--- src/rtl/multitone_stim_gen.sv ---
// Multi-tone stimulus source: wrapping CORDIC phase accumulators out, masked and
// averaged sine samples in, decimated onto a valid/ready stream for the FIR input.
module multitone_stim_gen #(
  parameter int NUM_TONES = 2,
  parameter int PHASE_W   = 16,
  parameter int DATA_W    = 16,
  parameter int DECIM     = 5,
  parameter int PI_POS    = 25736
) (
  input  logic                           clk,
  input  logic                           rst,
  input  logic                           enable,
  input  logic [NUM_TONES*PHASE_W-1:0]   phase_inc,
  input  logic [NUM_TONES-1:0]           tone_mask,
  output logic                           phase_tvalid,
  output logic [NUM_TONES*PHASE_W-1:0]   phase_tdata,
  input  logic                           sin_tvalid,
  input  logic [NUM_TONES*DATA_W-1:0]    sin_tdata,
  output logic                           sample_tvalid,
  input  logic                           sample_tready,
  output logic signed [DATA_W-1:0]       sample_tdata,
  output logic                           drop_sticky
);

  localparam int SH    = $clog2(NUM_TONES);
  localparam int SUM_W = DATA_W + SH;
  localparam int CNT_W = (DECIM > 1) ? $clog2(DECIM) : 1;

  localparam logic signed [PHASE_W+1:0] PI_E     = (PHASE_W+2)'(PI_POS);
  localparam logic signed [PHASE_W+1:0] TWO_PI_E = (PHASE_W+2)'(2 * PI_POS);
  localparam logic [CNT_W-1:0]          CNT_LAST = CNT_W'(DECIM - 1);

  // Saturate the increment at +PI, add with two guard bits, fold back into [-PI, +PI].
  function automatic logic signed [PHASE_W-1:0] wrap_add(
    input logic signed [PHASE_W-1:0] p,
    input logic        [PHASE_W-1:0] inc
  );
    logic signed [PHASE_W+1:0] inc_e;
    logic signed [PHASE_W+1:0] s;
    inc_e = $signed({2'b00, inc});
    if (inc_e > PI_E) begin
      inc_e = PI_E;
    end
    s = {{2{p[PHASE_W-1]}}, p} + inc_e;
    if (s > PI_E) begin
      s = s - TWO_PI_E;
    end
    return s[PHASE_W-1:0];
  endfunction

  // Average by arithmetic shift (floor), then drop the growth bits.
  function automatic logic signed [DATA_W-1:0] scale_mix(
    input logic signed [SUM_W-1:0] sum
  );
    logic signed [SUM_W-1:0] sh;
    sh = sum >>> SH;
    return sh[DATA_W-1:0];
  endfunction

  logic [NUM_TONES*PHASE_W-1:0] phase_q, phase_d;
  logic                         phase_vld_q;

  always_comb begin
    phase_d = phase_q;
    if (enable) begin
      for (int k = 0; k < NUM_TONES; k++) begin
        phase_d[k*PHASE_W +: PHASE_W] = wrap_add($signed(phase_q[k*PHASE_W +: PHASE_W]),
                                                 phase_inc[k*PHASE_W +: PHASE_W]);
      end
    end
  end

  always_ff @(posedge clk) begin
    if (rst) begin
      phase_q     <= '0;
      phase_vld_q <= 1'b0;
    end else begin
      phase_q     <= phase_d;
      phase_vld_q <= enable;
    end
  end

  assign phase_tvalid = phase_vld_q;
  assign phase_tdata  = phase_q;

  // ---- mix stage 1: masked sum of the returned sine samples ----
  logic signed [SUM_W-1:0] sum_d, sum_p1_q;
  logic                    vld_p1_q;

  always_comb begin
    sum_d = '0;
    for (int k = 0; k < NUM_TONES; k++) begin
      if (tone_mask[k]) begin
        sum_d = sum_d + SUM_W'($signed(sin_tdata[k*DATA_W +: DATA_W]));
      end
    end
  end

  always_ff @(posedge clk) begin
    if (rst) begin
      sum_p1_q <= '0;
      vld_p1_q <= 1'b0;
    end else begin
      vld_p1_q <= sin_tvalid;
      if (sin_tvalid) begin
        sum_p1_q <= sum_d;
      end
    end
  end

  // ---- mix stage 2: scale, decimate, output register ----
  logic signed [DATA_W-1:0] mix_p2;
  logic                     capture_p2;
  logic [CNT_W-1:0]         cnt_q, cnt_d;
  logic                     out_vld_q, out_vld_d;
  logic signed [DATA_W-1:0] out_data_q, out_data_d;
  logic                     drop_q, drop_d;

  always_comb begin
    mix_p2     = scale_mix(sum_p1_q);
    capture_p2 = vld_p1_q && (cnt_q == CNT_LAST);
    cnt_d      = cnt_q;
    out_vld_d  = out_vld_q;
    out_data_d = out_data_q;
    drop_d     = drop_q;
    if (vld_p1_q) begin
      cnt_d = capture_p2 ? '0 : cnt_q + 1'b1;
    end
    if (capture_p2) begin
      if (!out_vld_q || sample_tready) begin
        out_vld_d  = 1'b1;
        out_data_d = mix_p2;
      end else begin
        drop_d = 1'b1;
      end
    end else if (out_vld_q && sample_tready) begin
      out_vld_d = 1'b0;
    end
  end

  always_ff @(posedge clk) begin
    if (rst) begin
      cnt_q      <= '0;
      out_vld_q  <= 1'b0;
      out_data_q <= '0;
      drop_q     <= 1'b0;
    end else begin
      cnt_q      <= cnt_d;
      out_vld_q  <= out_vld_d;
      out_data_q <= out_data_d;
      drop_q     <= drop_d;
    end
  end

  assign sample_tvalid = out_vld_q;
  assign sample_tdata  = out_data_q;
  assign drop_sticky   = drop_q;

endmodule

--- config.mk ---
export PLATFORM = sky130hd
export DESIGN_NAME = multitone_stim_gen
export DESIGN_NICKNAME = d
export VERILOG_FILES = /design/src/rtl/multitone_stim_gen.sv
export SDC_FILE = /design/constraint.sdc
export NUM_CORES = 1
export LEC_CHECK = 0
export CORE_ASPECT_RATIO = 1.4
export CORE_MARGIN = 2
export CORE_UTILIZATION = 45
export CTS_CLUSTER_DIAMETER = 30
export DETAILED_ROUTE_END_ITERATION = 8
export DONT_BUFFER_PORTS = 1
export HOLD_SLACK_MARGIN = 0.12
export PLACE_DENSITY = 0.58
export SETUP_SLACK_MARGIN = 0.4
export SYNTH_ARGS = -nofsm -noshare
export SYNTH_HDL_FRONTEND = slang
export SYNTH_SLANG_ARGS = --single-unit
--- constraint.sdc ---
create_clock -name clk -period 12.5 [get_ports clk]
set_clock_uncertainty 0.2 [all_clocks]
set_input_delay 1.25 -clock clk [delete_from_list [all_inputs] [get_ports clk]]
set_output_delay 1.25 -clock clk [all_outputs]
set_load 0.01 [all_outputs]
# ---- Word level (Yosys, flattened, before mapping)
# Index checks and enable logic that the tools add are counted.
dict set report totals {
  output_inout_bits 51
  regBits 72
  word_cells 41
  input_bits 71
}
dict set report op_classes {
  reduce_logical 8
  add_sub_neg 6
  magnitude_cmp 4
  muxes 12
  n_eq_ne 2
  n_bitwise 1
}
# op count
set op_table {}
lappend op_table {{16-bit 2-to-1 mux} 4}
lappend op_table {{18-bit adder} 2}
lappend op_table {{18-bit by 16-bit > comparator with 1-bit output, second input constant} 2}
lappend op_table {{18-bit 2-to-1 mux} 2}
lappend op_table {{17-bit 2-to-1 mux} 2}
lappend op_table {{16-bit by 15-bit > comparator with 1-bit output, second input constant} 2}
lappend op_table {{16-bit by 15-bit subtractor with 16-bit output, second input constant} 2}
lappend op_table {{17-bit by 16-bit adder with 17-bit output} 1}
lappend op_table {{2-bit AND reduction} 3}
lappend op_table {{3-bit by 1-bit adder with 3-bit output, second input constant} 1}
lappend op_table {{3-bit equality test, second input constant} 1}
lappend op_table {{1-bit 2-to-1 mux} 3}
lappend op_table {{3-bit 2-to-1 mux} 1}
lappend op_table {{1-bit logical AND} 2}
lappend op_table {{2-bit by 1-bit inequality test with 1-bit output, second input constant} 1}
lappend op_table {{2-bit nonzero test} 1}
lappend op_table {{1-bit logical NOT} 1}
lappend op_table {{1-bit logical OR} 1}
lappend op_table {{1-bit NOT} 1}

# ---- Logic depth before layout (Yosys ltp)
# Gate-level depths: netlist (run 1).
dict set report logic_depth {
  depth_word 6
  ltp_mapped 23
  mapped_depth_nobuf 21
}

# ---- Worst setup path after synthesis (run 1)
# OpenSTA, ideal clock, no wires.
dict set report synth_path {
  path_kind {input -> register}
  start {in phase_inc[0]}
  end {reg phase_q[9], in the netlist phase_tdata[9]}
  path_stages 23
  required_ns 12.180
  arrival_time_ns 6.002
  setup_slack_ns 6.178
  setup_ns 0.120
  n_path_buf 2
  cell_sequence {o31a_1 -> o41ai_1 -> nand2_1 -> a211o_1 -> a31oi_1 -> clkbuf_1 -> and2_1 -> ha_1 -> a211oi_2 -> o21bai_1 -> a21oi_1 -> xor2_1 -> ha_1 -> o21ai_0 -> or3_1 -> a21boi_0 -> o211ai_1 -> a211oi_2 -> o221ai_2 -> and4_1 -> buf_6 -> and3_1 -> o31a_1}
}
dict set report synth_between {
  elab_chain_cells 6
  word_cells_on_any_way 7
  classes_between {2 x add/sub; 2 x order compare; 3 x mux}
}
# element line
set synth_lines {}
lappend synth_lines {{from (decl)} 13} ;# input logic [NUM_TONES*PHASE_W-1:0] phase_inc,
lappend synth_lines {{16-bit by 15-bit > comparator with 1-bit output} 41} ;# if (inc_e > PI_E) begin
lappend synth_lines {{16-bit 2-to-1 mux *} 41}
lappend synth_lines {{18-bit 2-to-1 mux *} 65} ;# if (enable) begin
lappend synth_lines {{18-bit adder *} 44} ;# s = {{2{p[PHASE_W-1]}}, p} + inc_e;
lappend synth_lines {{16-bit by 15-bit subtractor with 16-bit output or 18-bit by 16-bit > comparator with 1-bit output (tied branches)} {46, 45}}
lappend synth_lines {{16-bit 2-to-1 mux *} 45} ;# if (s > PI_E) begin
lappend synth_lines {{to (signal assigned)} 78} ;# phase_q <= phase_d;
lappend synth_lines {{to (decl)} 60} ;# logic [NUM_TONES*PHASE_W-1:0] phase_q, phase_d;
# Mark *: on every way between the ends. The rest lies on a longest branch, timed or not. The select of a mux whose other input is x is not followed.
# A chain may end at the register's enable or synchronous reset.

# ---- Worst setup path after layout (run 1)
dict set report layout_path {
  start {in phase_inc[16]}
  end {reg phase_q[21], in the netlist phase_tdata[21]}
}
# The elaborated chain is that of the path after synthesis.

==> flow_summary.toml, run 1 <==
[outcome]
status = "completed"

[cts]
cts_root_buffer = "clkbuf_16"
numCtsBuffers = 9
h-tree-depth = 3
cts_sinks = 71
post_cts_resized = 0
clockBufferDepth = 2
clk_latency_ns = 0.34
hold_buffers = 0
cts_setup_buffers = 0
cts.clk_slew.worst_paths_ns = 0.06
tritoncts = "yes"

[yosys]
synth_top_cell_by_area = "dfxtp_1"
yosysSeqAreaShare_pct = 22.8
async_reset_ff_share_pct = 0
synth_area_leaders = "dfxtp_1, ha_1, nor2_1"
synth_area_per_cell_um2 = 7.81
synth_seq_cells = 71
synth_edf_count = 0
netlist_area_um2 = 6230
synthFlopType = "dfxtp_1"
synthDominantCellAreaShare_pct = 22.8
synth_cell_types = 80
syn_inst = 798
synth_warnings = 0

[global_route]
grt_max_degree = 65
grt_pass1_vias = 5508
antenna_found_initial = 0
grt_first_pass_wirelength_um = 25700
track_usage_pct = 21.8
grt.overflow.total = 0

[critical_path]
worstPathArrival_ns = 6.79
cp_slowest_cell = "a31oi_1"
critPathMaxFanout = 20
required_ns = 12.55
rr_startpoint = "phase_tdata[16]"
cp-end-kind = "flop"
reg2regPathDepth = 14
critPathTopFamily = "compound AO/OA/AOI/OAI gates"
crit_path_start_kind = "primary input"
slowest_delay_ns = 0.62
r2r-end = "phase_tdata[21]"
reg2reg_slack_ns = 7.77
worst-path-buf-inv = 1
path_cells = "o31a_1, o41ai_1, nand2_1, a211o_1, a31oi_1, and2_1, ha_1, a211oi_2, o21ai_0, xnor2_1, ha_1, inv_1, nand4bb_1, a311o_1, a211o_1, a311oi_1, o22a_1, mux2_2, a211oi_1"
path_class = "primary input to flop"

[place]
io_buffers = 0
placed_cell_area_um2 = 6330
hpwl_um = 12700
place_congestion = 0.873

[timing]
rsz0062_at_grt = "false"
max_slew_margin_pct = 46.8
drv_slew = 0
period_share_pct = 53.9
setup_viol = 0
fmax_mhz = 148
hold_viol = 0
worst_pin_slew_ns = 0.794
period_minus_slack_ns = 6.74
finalSetupTns_ns = 0

[floorplanning]
start_util_pct = 46.3
core-area_um2 = 13500
die_y_um = 143
die_w_um = 103
io_pins = 122
die_area_um2 = 14800
rows = 50

[final_layout]
layout-drive-gt1-share_pct = 7.39
fillCellCount = 1362
syn2layout_area_growth_pct = 6.57
diodes = 0
nets = 909
design_area_um2 = 6640

[power_and_ir_drop]
clock_power_share_pct = 22.4
p_int_mw = 0.662
p_leak_nw = 2.74
p_switching_mw = 0.512
p_comb_share_pct = 51.0
ir_worst_vdd_mv = 0.0746
power.total_mw = 1.17
p_sw_share_pct = 43.6
power-per-cell-area_nw_per_um2 = 177
power_frac_seq_pct = 26.7

[route]
drt-vias-per-instance = 5.92
dr.first_iter.drc_count = 217
detail-route-antenna-nets = 0
routed_wirelength_um = 16200
firstDrtPassIters = 4
vias = 5729
routedWlPerCell_um = 16.7
drc_errors = 0

[hold_path]
hp-class = "flop to flop"
hold_path.startpoint = "sum_p1_q[7]"
whs_path_depth = 2
holdPathEnd = "sample_tdata[6]"

[flow_run]
drv_cap = 0
worst reg2reg max path: stages (launching register included):
cell and delay, ns:
dfxtp_1 0.35, ha_1 0.27, fa_1 0.44, a21o_1 0.20, a21oi_1 0.16, xor2_1 0.36, ha_1 0.22, inv_1 0.05
nand4bb_1 0.16, a311o_1 0.35, a211o_1 0.32, a311oi_1 0.35, o22a_1 0.61, mux2_2 0.41, a211oi_1 0.21
area by class of cell:
cell class                 instances  area, um^2  share of cell area [%]
multi-input combinational        668        4570                    68.8
tap                              182         228                    3.43
clock buffer                       9         225                    3.39
timing repair buffer               1        7.51                   0.113
inverter                          29         109                    1.64
clock inverter                     7        80.1                    1.21
sequential                        71        1420                    21.4
cells in the final DEF (no fill, tap or decap), types with 15 or more instances in the layout:
cell type and count:
xor2_1 16, o21ai_0 28, dfxtp_1 71, nor3_1 22, inv_1 27, a21o_1 20, mux2i_1 15, a211oi_1 21
nor2_1 90, and2_1 34, ha_1 55, a21oi_1 53, xnor2_1 20, nand2_1 75, nand3_1 23
worst max-delay path by stage:
stage,startpoint,to,slack [ns],cells past startpoint
CTS,phase_inc[16],phase_tdata[21],5.77,19
global route,phase_inc[0],phase_tdata[9],5.33,21
floorplan,phase_inc[0],phase_tdata[9],6.18,23
detailed placement,phase_inc[16],phase_tdata[21],5.46,19
finish,phase_inc[16],phase_tdata[21],5.76,19
global placement,phase_inc[16],phase_tdata[21],5.74,19
stage by stage:
stage	hold WS (ns)	util, %	std cells	setup WS [ns]
4_1_cts	0.249	49.4	967	5.77
2_1_floorplan	0.232	-	800	6.18
3_3_place_gp	0.232	47.1	951	5.74
5_1_grt	0.263	49.4	967	5.33
3_5_place_dp	0.240	47.1	951	5.46
6_report	0.250	49.4	967	5.76
state kept, by name, summed over array words and instances (netlist names):
signal and count:
drop_sticky 1, sample_tvalid 1, vld_p1_q 1, sample_tdata 16
cnt_q 3, phase_tvalid 1, sum_p1_q 16, phase_tdata 32
cells in the mapped netlist (all sizes together) (6+ instances only):
| master | instances |
|---|---|
| nand2b | 14 |
| inv | 28 |
| and2 | 34 |
| or4 | 6 |
| nor2 | 90 |
| mux2i | 15 |
| or2 | 10 |
| a31oi | 11 |
| a311oi | 10 |
| o21a | 6 |
| o21ai | 34 |
| dfxtp | 71 |
| a21oi | 53 |
| a211oi | 26 |
| xnor2 | 20 |
| clkbuf | 27 |
| or3 | 10 |
| nand2 | 75 |
| nand3 | 23 |
| ha | 55 |
| o211ai | 9 |
| xor2 | 16 |
| and3 | 11 |
| a21o | 22 |
| nor3 | 22 |
metal layers:
metal	up-vias	track usage (%)	wire length [um]
li1	2893	-	-
met1	2686	22.6	6230
met2	116	41.8	8770
met3	34	4.55	695
met4	0	8.03	459
met5	-	0	0
power by group through the flow:
stage	clock [mW]	sequential [mW]	combinational [mW]
final	0.263	0.313	0.598
after detailed placement	0	0.320	0.595
after global placement	0	0.319	0.582
after global routing	0.281	0.318	0.672
after CTS	0.269	0.315	0.599
after floorplan	0	0.299	0.514
kinds of logic (layout without fill, tap and decap cells):
kind of cell	count (synthesis)	after routing	synth area share, %
compound gates	230	230	27.2
xor+xnor	36	36	5.06
fa+ha+maj	58	58	12.0
buf+inv	61	46	3.98
flops	71	71	22.8
mux	20	20	3.31
other cells	2	4	0.121
simple gates	320	320	25.5
No activity file was read; power rests on OpenSTA's default activity.
==> run 2, diff against run 1 <==
==> constraint.sdc (replaced) <==
create_clock -name clk -period 6.7 [get_ports clk]
set_clock_uncertainty 0.2 [all_clocks]
set_input_delay 0.67 -clock clk [delete_from_list [all_inputs] [get_ports clk]]
set_output_delay 0.67 -clock clk [all_outputs]
set_load 0.01 [all_outputs]
==> run 2 against run 1 <==
Effect of this change: final cell count rose by 0.10%; core utilization rose by 0.23 points; routed wire length fell by 0.30%; sequential power rose by 87%; die area did not move; critical path type unchanged; flip-flop and latch count did not move; largest cell class unchanged.
==> flow_summary.toml, run 2 (synthesis results as in run 1) <==
[floorplanning]
rows = 50
core-area_um2 = 13500
die_y_um = 143
io_pins = 122
die_w_um = 103
die_area_um2 = 14800
start_util_pct = 46.3

[final_layout]
fillCellCount = 1355
largest_reg_flops = 32
nets = 910
final_cell_mix = "nor2_1, nand2_1, dfxtp_1"
layout-drive-gt1-share_pct = 7.76
design_area_um2 = 6670
diodes = 0
syn2layout_area_growth_pct = 7.07
layout_commonest_cell = "nor2_1"

[timing]
max_slew_margin_pct = 53.6
setup_viol = 0
worst_pin_slew_ns = 0.697
finalSetupTns_ns = 0
hold_viol = 0
rsz0062_at_grt = "false"
fmax_mhz = 173
drv_slew = 0
period_minus_slack_ns = 5.77
period_share_pct = 86.1

[route]
dr.first_iter.drc_count = 172
firstDrtPassIters = 5
routedWlPerCell_um = 16.6
detail-route-antenna-nets = 0
routed_wirelength_um = 16100
drt-vias-per-instance = 5.89
vias = 5704
drc_errors = 0

[place]
hpwl_um = 12600
place_congestion = 0.869
placed_cell_area_um2 = 6340
io_buffers = 0

[critical_path]
crit_path_start_kind = "primary input"
path_class = "primary input to flop"
critPathMaxFanout = 13
r2r-end = "phase_tdata[27]"
rr_startpoint = "phase_tdata[16]"
required_ns = 6.72
cp-end-kind = "flop"
cp-startpoint = "phase_inc[0]"
worstPathArrival_ns = 5.79
reg2reg_slack_ns = 2.06
reg2regPathDepth = 15

[hold_path]
holdPathEnd = "sample_tdata[5]"
whs_path_depth = 1
hp-class = "primary input to flop"
hold_path.startpoint = "rst"

[cts]
tritoncts = "yes"
h-tree-depth = 3
cts_root_buffer = "clkbuf_16"
cts_setup_buffers = 0
clk_latency_ns = 0.34
clockBufferDepth = 2
cts.clk_slew.worst_paths_ns = 0.07
numCtsBuffers = 9
cts_sinks = 71
hold_buffers = 0
post_cts_resized = 0

[global_route]
grt.overflow.total = 0
antenna_found_initial = 0
grt_first_pass_wirelength_um = 26100
track_usage_pct = 22.1
grt_max_degree = 65
grt_pass1_vias = 5550

[power_and_ir_drop]
ir_worst_vdd_mv = 0.131
p_leak_nw = 2.74
power-per-cell-area_nw_per_um2 = 328

[outcome]
status = "completed"

[flow_run]
drv_cap = 0
[run 2: worst max-delay path by stage]
stage,to,slack [ns],depth (start not counted)
CTS,phase_tdata[9],0.62,21
detailed placement,phase_tdata[9],0.31,21
global route,phase_tdata[27],0.49,20
global placement,phase_tdata[9],0.52,21
finish,phase_tdata[9],0.93,21
floorplan,phase_tdata[9],0.96,23
[run 2: final cells by class]
class                           instances  area [um^2]  area share [%]
Inverter                               29          109            1.63
Clock buffer                            9          225            3.38
Timing Repair Buffer                    2         15.0           0.225
Sequential cell                        71         1420            21.3
Clock inverter                          7         73.8            1.11
Tap cell                              182          228            3.41
Multi-Input combinational cell        668         4600            68.9
[run 2: through the flow]
step / cells / total power [mW] / hold WS, ns / setup slack [ns] / util [%]
3_5_place_dp: 952 / 1.72 / 0.237 / 0.309 / 47.2
4_1_cts: 968 / 2.20 / 0.178 / 0.624 / 49.4
6_report: 968 / 2.19 / 0.197 / 0.930 / 49.6
3_3_place_gp: 952 / 1.70 / 0.231 / 0.518 / 47.2
2_1_floorplan: 800 / 1.52 / 0.232 / 0.958 / -
5_1_grt: 968 / 2.36 / 0.174 / 0.488 / 49.6
[run 2: worst max-delay path, cell delays in order]
cell	delay (ns)
o31a_1	0.27
o41ai_1	0.27
nand2_1	0.09
a211o_1	0.34
a31oi_4	0.32
and2_1	0.22
ha_1	0.25
a211oi_2	0.37
o21bai_1	0.14
a21oi_1	0.18
xor2_1	0.33
ha_1	0.20
o21ai_0	0.08
or3_1	0.35
a21boi_0	0.18
o211ai_1	0.13
a211oi_2	0.36
o221ai_2	0.18
and4_1	0.35
and3_1	0.23
o31a_1	0.27
[run 2: where the power goes]
| group | internal [mW] | switching (mW) | total (mW) | leakage (nW) |
|---|---|---|---|---|
| logic | 0.467 | 0.661 | 1.13 | 2.01 |
| registers | 0.482 | 0.103 | 0.585 | 0.583 |
| clock network | 0.263 | 0.211 | 0.474 | 0.147 |
| total | 1.21 | 0.975 | 2.19 | 2.74 |
[run 2: metal layers]
layer / global-route usage [%] / part of all wire, %
met1: 23.0 / 37
met2: 40.6 / 54
met3: 5.19 / 4.9
met4: 10.5 / 4.2
met5: 0 / 0
